**config.mk**
```make
export PLATFORM = sky130hd
export DESIGN_NAME = spike_isi_encoder
export DESIGN_NICKNAME = d
export VERILOG_FILES = /design/src/rtl/eif_pkg.sv /design/src/rtl/spike_isi_fifo.sv /design/src/rtl/spike_isi_encoder.sv
export SDC_FILE = /design/constraint.sdc
export NUM_CORES = 1
export LEC_CHECK = 0
export BUFFER_PORTS_ARGS = -buffer_cell sky130_fd_sc_hd__buf_4
export CAP_MARGIN = 40
export CORE_MARGIN = 10
export CORE_UTILIZATION = 35
export DETAILED_ROUTE_END_ITERATION = 8
export PLACE_DENSITY = 0.52
export SYNTH_ARGS = -nofsm -noshare
export SYNTH_HDL_FRONTEND = slang
export SYNTH_SLANG_ARGS = --single-unit
```
**constraint.sdc**
```tcl
create_clock -name clk -period 2.5 [get_ports clk]
set_input_delay 0.5 -clock clk [delete_from_list [all_inputs] [get_ports clk]]
set_output_delay 0.5 -clock clk [all_outputs]
set_load 0.01 [all_outputs]
```
**src/rtl/eif_pkg.sv**
```systemverilog
// Shared types and helpers for the spike ISI encoder: FSM encoding,
// default widths and a saturating increment.
package eif_pkg;

   typedef enum logic {
      IDLE  = 1'b0,
      ARMED = 1'b1
   } isi_state_t;

   localparam int ISI_W_DEF = 8;
   localparam int RATE_W    = 8;

   // Increment that sticks at max instead of wrapping.
   function automatic logic [31:0] sat_inc(input logic [31:0] v, input logic [31:0] max);
      return (v >= max) ? max : v + 32'd1;
   endfunction

endpackage

```
**src/rtl/spike_isi_fifo.sv**
```systemverilog
// Synchronous first-word-fall-through FIFO; head reads as zero when empty.
// A push into a full FIFO is accepted only when a pop happens the same cycle.
module spike_isi_fifo #(
   parameter int WIDTH = 8,
   parameter int DEPTH = 4
) (
   input  logic             clk,
   input  logic             rst,
   input  logic             push,
   input  logic [WIDTH-1:0] push_data,
   input  logic             pop,
   output logic [WIDTH-1:0] head,
   output logic             full,
   output logic             empty
);

   localparam int AW = $clog2(DEPTH);

   logic [WIDTH-1:0] mem [DEPTH];
   logic [AW-1:0]    wr_ptr, rd_ptr;
   logic [AW:0]      count;
   logic             wr_en, rd_en;

   assign full  = (count == (AW+1)'(DEPTH));
   assign empty = (count == '0);
   assign rd_en = pop & ~empty;
   assign wr_en = push & (~full | rd_en);
   assign head  = empty ? '0 : mem[rd_ptr];

   always_ff @(posedge clk or posedge rst) begin
      if (rst) begin
         wr_ptr <= '0;
         rd_ptr <= '0;
         count  <= '0;
      end else begin
         if (wr_en) wr_ptr <= wr_ptr + AW'(1);
         if (rd_en) rd_ptr <= rd_ptr + AW'(1);
         case ({wr_en, rd_en})
            2'b10:   count <= count + (AW+1)'(1);
            2'b01:   count <= count - (AW+1)'(1);
            default: count <= count;
         endcase
      end
   end

   // When full, wr_ptr == rd_ptr: the slot being popped is reused as the new tail.
   always_ff @(posedge clk) begin
      if (wr_en) mem[wr_ptr] <= push_data;
   end

endmodule

```
**src/rtl/spike_isi_encoder.sv**
```systemverilog
// Measures inter-spike intervals into a FIFO and reports a windowed spike rate.
// Optional burst detector enabled by defining SPIKE_ISI_BURST_EN.
module spike_isi_encoder
   import eif_pkg::*;
#(
   parameter int ISI_W      = ISI_W_DEF,
   parameter int FIFO_DEPTH = 4,
   parameter int WIN_LOG2   = 8,
   parameter int BURST_ISI  = 4
) (
   input  logic              clk,
   input  logic              rst,
   input  logic              en,
   input  logic              spike_in,
   output logic [ISI_W-1:0]  isi_data,
   output logic              isi_valid,
   input  logic              isi_ready,
   output logic [RATE_W-1:0] rate_out,
   output logic              rate_valid,
   output logic              overflow,
   output logic              burst
);

   localparam logic [31:0] ISI_MAX  = 32'(2**ISI_W - 1);
   localparam logic [31:0] RATE_MAX = 32'(2**RATE_W - 1);

   isi_state_t        state, state_nxt;
   logic [ISI_W-1:0]  isi_cnt, isi_cnt_nxt;
   logic              spike_d, edge_det, edge_en;
   logic              push, pop, fifo_full, fifo_empty;

   logic [WIN_LOG2-1:0] win_cnt;
   logic [RATE_W-1:0]   spk_cnt, spk_cnt_inc;
   logic                win_last;

   assign edge_det = spike_in & ~spike_d;
   assign edge_en  = edge_det & en;

   always_ff @(posedge clk or posedge rst) begin
      if (rst) begin
         state   <= IDLE;
         isi_cnt <= '0;
         spike_d <= 1'b0;
      end else begin
         state   <= state_nxt;
         isi_cnt <= isi_cnt_nxt;
         spike_d <= spike_in;
      end
   end

   // Interval counter restarts at 1 on each edge so the pushed value is the
   // number of enabled cycles between consecutive edges.
   always_comb begin
      state_nxt   = state;
      isi_cnt_nxt = isi_cnt;
      push        = 1'b0;
      if (en) begin
         case (state)
            IDLE: begin
               if (edge_det) begin
                  state_nxt   = ARMED;
                  isi_cnt_nxt = ISI_W'(1);
               end
            end
            ARMED: begin
               if (edge_det) begin
                  push        = 1'b1;
                  isi_cnt_nxt = ISI_W'(1);
               end else begin
                  isi_cnt_nxt = ISI_W'(sat_inc(32'(isi_cnt), ISI_MAX));
               end
            end
            default: state_nxt = IDLE;
         endcase
      end
   end

   assign pop       = isi_valid & isi_ready;
   assign isi_valid = ~fifo_empty;

   spike_isi_fifo #(
      .WIDTH (ISI_W),
      .DEPTH (FIFO_DEPTH)
   ) u_fifo (
      .clk       (clk),
      .rst       (rst),
      .push      (push),
      .push_data (isi_cnt),
      .pop       (pop),
      .head      (isi_data),
      .full      (fifo_full),
      .empty     (fifo_empty)
   );

   always_ff @(posedge clk or posedge rst) begin
      if (rst)                          overflow <= 1'b0;
      else if (push & fifo_full & ~pop) overflow <= 1'b1;
   end

   assign win_last    = &win_cnt;
   assign spk_cnt_inc = edge_en ? RATE_W'(sat_inc(32'(spk_cnt), RATE_MAX)) : spk_cnt;

   // The last window cycle's own edge is folded into the reported count.
   always_ff @(posedge clk or posedge rst) begin
      if (rst) begin
         win_cnt    <= '0;
         spk_cnt    <= '0;
         rate_out   <= '0;
         rate_valid <= 1'b0;
      end else begin
         rate_valid <= 1'b0;
         if (en) begin
            win_cnt <= win_cnt + WIN_LOG2'(1);
            if (win_last) begin
               rate_out   <= spk_cnt_inc;
               rate_valid <= 1'b1;
               spk_cnt    <= '0;
            end else begin
               spk_cnt <= spk_cnt_inc;
            end
         end
      end
   end

`ifdef SPIKE_ISI_BURST_EN
   localparam logic [ISI_W-1:0] BURST_LIM = ISI_W'(BURST_ISI);

   logic [1:0] run_cnt;

   // Decision follows the pushed value even when the FIFO drops it.
   always_ff @(posedge clk or posedge rst) begin
      if (rst) begin
         run_cnt <= 2'd0;
      end else if (push) begin
         if (isi_cnt < BURST_LIM) run_cnt <= (run_cnt == 2'd3) ? 2'd3 : run_cnt + 2'd1;
         else                     run_cnt <= 2'd0;
      end
   end

   assign burst = (run_cnt == 2'd3);
`else
   assign burst = 1'b0;
`endif

endmodule

```
# --- Word-level counts from Yosys, hierarchy flattened ---
# Memory sizes are Yosys's and may differ from the RTL's.
# Index checks and enable logic that the tools add are counted.
totals:
  reg_bits: 43
  ramBits: 32
  in_bits: 5
  output_inout_bits: 20
  elab_cells: 60
  memories: 1
classes:
  add_sub_neg: 7
  n_lt_le_gt_ge: 2
  n_eq_ne: 4
  mux: 17
  bitwise_logic: 13
  n_reduce_logical: 5
mem_list:
  columns: ["memory", "depth", "width", "rd", "rd_clocked_by_memory_dff", "write_ports", "line_no", "rtl"]
  rows:
  - ["u_fifo.mem", 4, 8, 1, 0, 1, "spike_isi_fifo.sv:19", "logic [WIDTH-1:0] mem [DEPTH];"]
ops:
  columns: ["op", "n"]
  rows:
  - ["8-bit 2-to-1 mux", 7]
  - ["8-bit by 1-bit adder with 8-bit output, second input constant", 3]
  - ["8-bit greater-or-equal comparator, second input constant", 2]
  - ["8-bit one-hot mux with 2 select lines", 1]
  - ["9-bit AND reduction", 1]
  - ["1-bit 2-to-1 mux", 8]
  - ["8-bit AND reduction", 1]
  - ["1-bit AND", 7]
  - ["3-bit one-hot mux with 2 select lines", 1]
  - ["1-bit NOT", 5]
  - ["2-bit by 1-bit adder with 2-bit output, second input constant", 2]
  - ["3-bit by 1-bit adder with 3-bit output, second input constant", 1]
  - ["3-bit == test, second input constant", 1]
  - ["3-bit logical NOT", 1]
  - ["3-bit by 1-bit subtractor with 3-bit output, second input constant", 1]
  - ["2-bit by 1-bit == test with 1-bit output, second input constant", 1]
  - ["2-bit == test, second input constant", 1]
  - ["2-bit != test, second input constant", 1]
  - ["2-bit AND reduction", 1]
  - ["2-bit nonzero test", 1]
  - ["1-bit OR", 1]

# --- Depth between registers and ports, before layout ---
depth:
  word_depth: 8
  depth_mapped: 10
  ltp_nobuf: 9

# --- Modules after synthesis ---
# A second synthesis with hierarchy kept.
unflattened:
  cells_unflattened: 273
  area_unflattened_um2: 3463.3
modules_own_cells:
  columns: ["module", "n_inst", "cells_per_inst", "area_per_inst_um2", "seq_area_each_um2"]
  rows:
  - ["spike_isi_encoder", 1, 167, 1737.9, 900.9]
  - ["spike_isi_fifo", 1, 106, 1725.4, 1136.1]

# --- Least setup slack after synthesis ---
# OpenSTA, ideal clock, no wires.
synth_path:
  path_kind: "input port to flip-flop"
  from: "input port en"
  to: "register u_fifo.count[2]"
  setup_ps: 125
  arrival_ps: 2052
  required_time_ps: 2375
  slack_ps: 322
  path_stages: 10
  path_buffers: 1
  cell_sequence: "buf_2 > nand2_1 > nor3_1 > inv_1 > ha_1 > inv_1 > fa_1 > xor2_1 > nor2_1 > xor2_1"
synth_via:
  elab_chain_len: 4
  elab_cells_between_ends: 6
  classes_between: "eq/ne (2); mux (2); bitwise (1); reduce/logical (1)"
synth_rtl:
  columns: ["item", "line_no", "rtl"]
  rows:
  - ["start, declared", "spike_isi_encoder.sv:13", "input logic en,"]
  - ["1-bit 2-to-1 mux (*)", "spike_isi_encoder.sv:57", "if (en) begin"]
  - ["1-bit AND (*)", "spike_isi_fifo.sv:27", "assign wr_en = push & (~full | rd_en);"]
  - ["2-bit by 1-bit == test with 1-bit output or 2-bit == test (tied branches)", "spike_isi_fifo.sv:38", "case ({wr_en, rd_en})"]
  - ["3-bit one-hot mux with 2 select lines or 2-bit nonzero test (tied branches)", null, null]
  - ["end signal, assigned", "spike_isi_fifo.sv:39", "2'b10: count <= count + (AW+1)'(1);"]
  - ["end signal, assigned", "spike_isi_fifo.sv:40", "2'b01: count <= count - (AW+1)'(1);"]
  - ["end signal, assigned", "spike_isi_fifo.sv:41", "default: count <= count;"]
  - ["end, declared", "spike_isi_fifo.sv:21", "logic [AW:0] count;"]
# Every way passes the cells marked *; elsewhere a longest branch is shown, timed or not.
# A chain may end at the register's enable or synchronous reset.

# --- Worst setup path in the final report ---
layout_path:
  from: "register u_fifo.rd_ptr[0]"
  to: "output port isi_data[3]"
layout_via:
  elab_chain_len: 2
layout_rtl:
  columns: ["item", "line_no", "rtl"]
  rows:
  - ["start, declared", "spike_isi_fifo.sv:20", "logic [AW-1:0] wr_ptr, rd_ptr;"]
  - ["start signal, assigned", "spike_isi_fifo.sv:37", "if (rd_en) rd_ptr <= rd_ptr + AW'(1);"]
  - ["memory read 4 x 8 bit", null, null]
  - ["8-bit 2-to-1 mux", "spike_isi_fifo.sv:28", "assign head = empty ? '0 : mem[rd_ptr];"]
  - ["end, declared", "spike_isi_encoder.sv:15", "output logic [ISI_W-1:0] isi_data,"]
# No other way between the ends.

==> metrics.md <==
| Metric | Value |
|---|---|
| CP arrival | `1.73 ns` |
| PostCTS Resize Cnt | `0` |
| Pleak | `1.590 nW` |
| Total number of yosys warnings | `0` |
| Clock root cell | `clkbuf_8` |
| Number of vias per cell after detailed routing | `4.900` |
| Comb pwr share | `0.249` |
| Power Total | `3.558 mW` |
| Share of the clock period used by the worst path after layout | `0.8913` |
| Number of buffers inserted by port buffering | `23` |
| Min Tclk post-route | `2.228 ns` |
| Commonest non-fill, non-tap cell in the layout | `dfrtp_1` |
| H-Tree Level Count | `3` |
| Required time reported for the critical path endpoint | `2.00 ns` |
| Status | `finished clean` |
| DRT Pass-1 Iters | `4` |
| Remaining design rule violation count | `0` |
| Antenna violations before repair | `0` |
| Final worst setup slack | `0.2717 ns` |
| Setup-failing EPs final | `0` |
| Net count reported at finish | `317` |
| Number of different library cells in the post-synthesis netlist | `48` |
| Number of ports placed on the die boundary | `25` |
| Maximum operating frequency | `448.8 MHz` |
| Number of CTS-inserted buffers | `9` |
| Worst slew margin relative to its limit | `0.5750` |
| Setup slack of the most critical reg-to-reg path | `0.34 ns` |
| Number of flops mapped to enable cells by yosys | `32` |
| Commonest cells after routing, fill and taps aside | `dfrtp_1 (43), edfxtp_1 (32), buf_4 (29)` |
| Number of antenna cells inserted | `0` |
| Max-capacitance violation count | `0` |
| Power spent charging and discharging nets | `1.105 mW` |
| Count of clock tree sinks | `75` |
| Largest net degree at the start of global routing | `40` |
| HPWL after DPL | `4472 um` |
| Count of routing violations after the opening detailed-route iteration | `52` |
| Synthesis-stage register bit count | `75` |
| CP Capture Type | `output pin` |
| Worst setup skew after layout | `0.01108 ns` |
| Clock tree from TritonCTS | `yes` |
| Global-route wire length before repair | `10630 um` |
| Post-layout instance area | `3974 um2` |
| Slew at the pin closest to its max-slew limit | `0.6332 ns` |
| Power per Cell Area | `895.3 nW/um2` |
| Worst hold-check path type | `input pin to asynchronous set/reset pin` |
| Layout cells sized above 1 | `0.2013` |
| Main flop type after synthesis | `dfrtp_1` |
| Total via count in the routed design | `2161` |
| Syn Area/Cell | `12.59 um2` |
| Number of hold buffers added after cts | `0` |
| Critical register-to-register path startpoint | `u_fifo.count[0]` |
| Area of the die | `14190 um2` |
| Cell area after placement | `3765 um2` |
| Post-CTS repair timing setup buffer count | `0` |
| Path depth of the worst reg2reg path | `9` |
| Switching Share | `0.3106` |
| Unrepaired setup endpoints after global routing | `no` |
| Max Fanout on Critical Path | `10` |
| P&R area growth vs syn | `15.57%` |
| Worst-Skew Late Latency | `0.35 ns` |
| Die Y | `119.1 um` |
| Capture point of the worst reg-to-reg path | `u_fifo.count[2]` |
| Die extent in x | `119.1 um` |
| Async SR Flop Fraction | `0.5733` |
| Post-Syn Area | `3438 um2` |
| Maximum clock path buffer count | `2` |
| Standard-cell rows | `36` |
| Number of standard cells after synthesis | `273` |
| Total global routing overflow | `0` |
| Total count of hold-check failures in the final report | `0` |
| Number of antenna-violating nets in the routed design | `0` |
| Last weighted congestion value of the routability-driven placer | `0.7365` |
| Accumulated negative setup slack | `0 ns` |
| Vias in the first global route | `2145` |
| IR drop worst, VDD | `0.0004459 V` |
| Pre-CTS worst setup slack | `0.06774 ns` |
| Clock Pin Slew Worst Setup and Hold Paths | `0.08 ns` |
| Starting utilization of the core area | `0.3550` |
| Core area | `9684 um2` |
| DR WL/cell | `14.38 um` |
| Sequential power share | `0.479` |
| Number of nets produced by synthesis | `287` |
| Startpoint class of the critical path | `flip-flop` |
| Power Internal | `2.453 mW` |
| Total wirelength of the detailed-routed design | `6341 um` |
| Core occupancy in the finished layout | `0.4103` |
| Relative contribution of the clock network to total power | `0.273` |
| Register area share after synthesis | `0.5924` |
| Critical Setup Path Class | `flip-flop to output pin` |
| Slew Viols, Final | `0` |
| Overall track demand over capacity in global routing | `0.09313` |
## synth_stat cells (2+ instances only)
master     instances  area (um2)
a21o_1             4       30.03
a21oi_1           12       60.06
a22o_1             3       26.28
a31oi_1            3       18.77
a41o_1             3       30.03
and2_1            13       81.33
buf_2              4       20.02
buf_4              2       15.01
clkbuf_1           2       7.510
dfrtp_1           43        1076
edfxtp_1          32       960.9
ha_1               8       100.1
inv_1             13       48.80
mux2_2             2       22.52
mux2i_1            2       20.02
mux4_2             8       180.2
nand2_1           14       52.55
nand2b_1           3       18.77
nand3_1           11       55.05
nand4_1            4       25.02
nor2_1            17       63.81
nor2b_1            3       18.77
nor3_1             7       35.03
nor4b_1            2       17.52
o21a_1             2       15.01
o21ai_0           13       65.06
o2bb2ai_1          4       35.03
o31ai_1            2       15.01
o31ai_2            3       37.54
or2_2              2       12.51
or3_1              2       12.51
xnor2_1            9       78.83
xor2_1             6       52.55
## worst max-delay path, stage by stage, from the launching register on
cell and delay [ns]:
dfrtp_1 0.33, buf_4 0.22, mux4_2 0.53, and2_1 0.17, buf_4 0.14
## per-layer routing
layer	wire (um)	vias to the layer above	GRT usage	share of wire
met2	2934	32	0.1456	0.46
met4	96	0	0.04580	0.015
li1	-	1053	-	-
met3	312	7	0.03259	0.049
met5	0	-	0	0
met1	2998	1069	0.1121	0.47
## flip-flops by register name (all words and copies together), names as in the netlist
signal / count
isi_cnt: 8
overflow: 1
rate_out: 8
rate_valid: 1
spike_d: 1
spk_cnt: 8
state: 1
u_fifo.count: 3
u_fifo.mem: 32
u_fifo.rd_ptr: 2
u_fifo.wr_ptr: 2
win_cnt: 8
## stage by stage
step / instances / hold WS, ns
3_3_place_gp: 425 / 0.4023
5_1_grt: 441 / 0.01972
4_1_cts: 441 / 0.01424
3_5_place_dp: 425 / 0.4025
2_1_floorplan: 273 / 0.4418
6_report: 441 / 0.02147
## how the worst max path moves through the flow
stage	start	to	slack (ns)	cells past startpoint
floorplan	en	u_fifo.count[2]	0.32	10
global placement	isi_ready	u_fifo.count[2]	0.15	10
detailed placement	isi_ready	u_fifo.count[2]	0.07	10
CTS	u_fifo.rd_ptr[0]	isi_data[7]	0.22	4
global route	u_fifo.count[0]	u_fifo.count[2]	0.10	9
finish	u_fifo.rd_ptr[0]	isi_data[3]	0.27	4
## power by group through the flow
stage / Combinational, mW / Sequential [mW] / Clock, mW
6_report: 0.885 / 1.70 / 0.970
5_1_grt: 1.01 / 1.74 / 1.05
4_1_cts: 0.917 / 1.70 / 1.00
3_5_place_dp: 0.914 / 1.73 / 0
3_3_place_gp: 0.899 / 1.72 / 0
2_1_floorplan: 0.649 / 1.65 / 0
## cell type report
cell class,count,area (um2)
Fill cell,953,5710
Sequential cell,75,2037
Multi-Input combinational cell,175,1295
Timing Repair Buffer,29,217.7
Tap cell,133,166.4
Clock buffer,9,123.9
Clock inverter,7,85.08
Inverter,13,48.80
## cells by family after synthesis
family                     after synthesis  share of synthesized area
AOI/OAI and AO/OA                       55                     0.1106
DFF                                     75                     0.5924
muxes                                   12                    0.06477
buffers and inverters                   23                    0.03093
adders and majority gates                9                    0.03494
other                                    1                   0.001091
and+or+nand+nor                         83                     0.1270
xor gates and xnor gates                15                    0.03821
No activity file was read; power rests on OpenSTA's default activity.
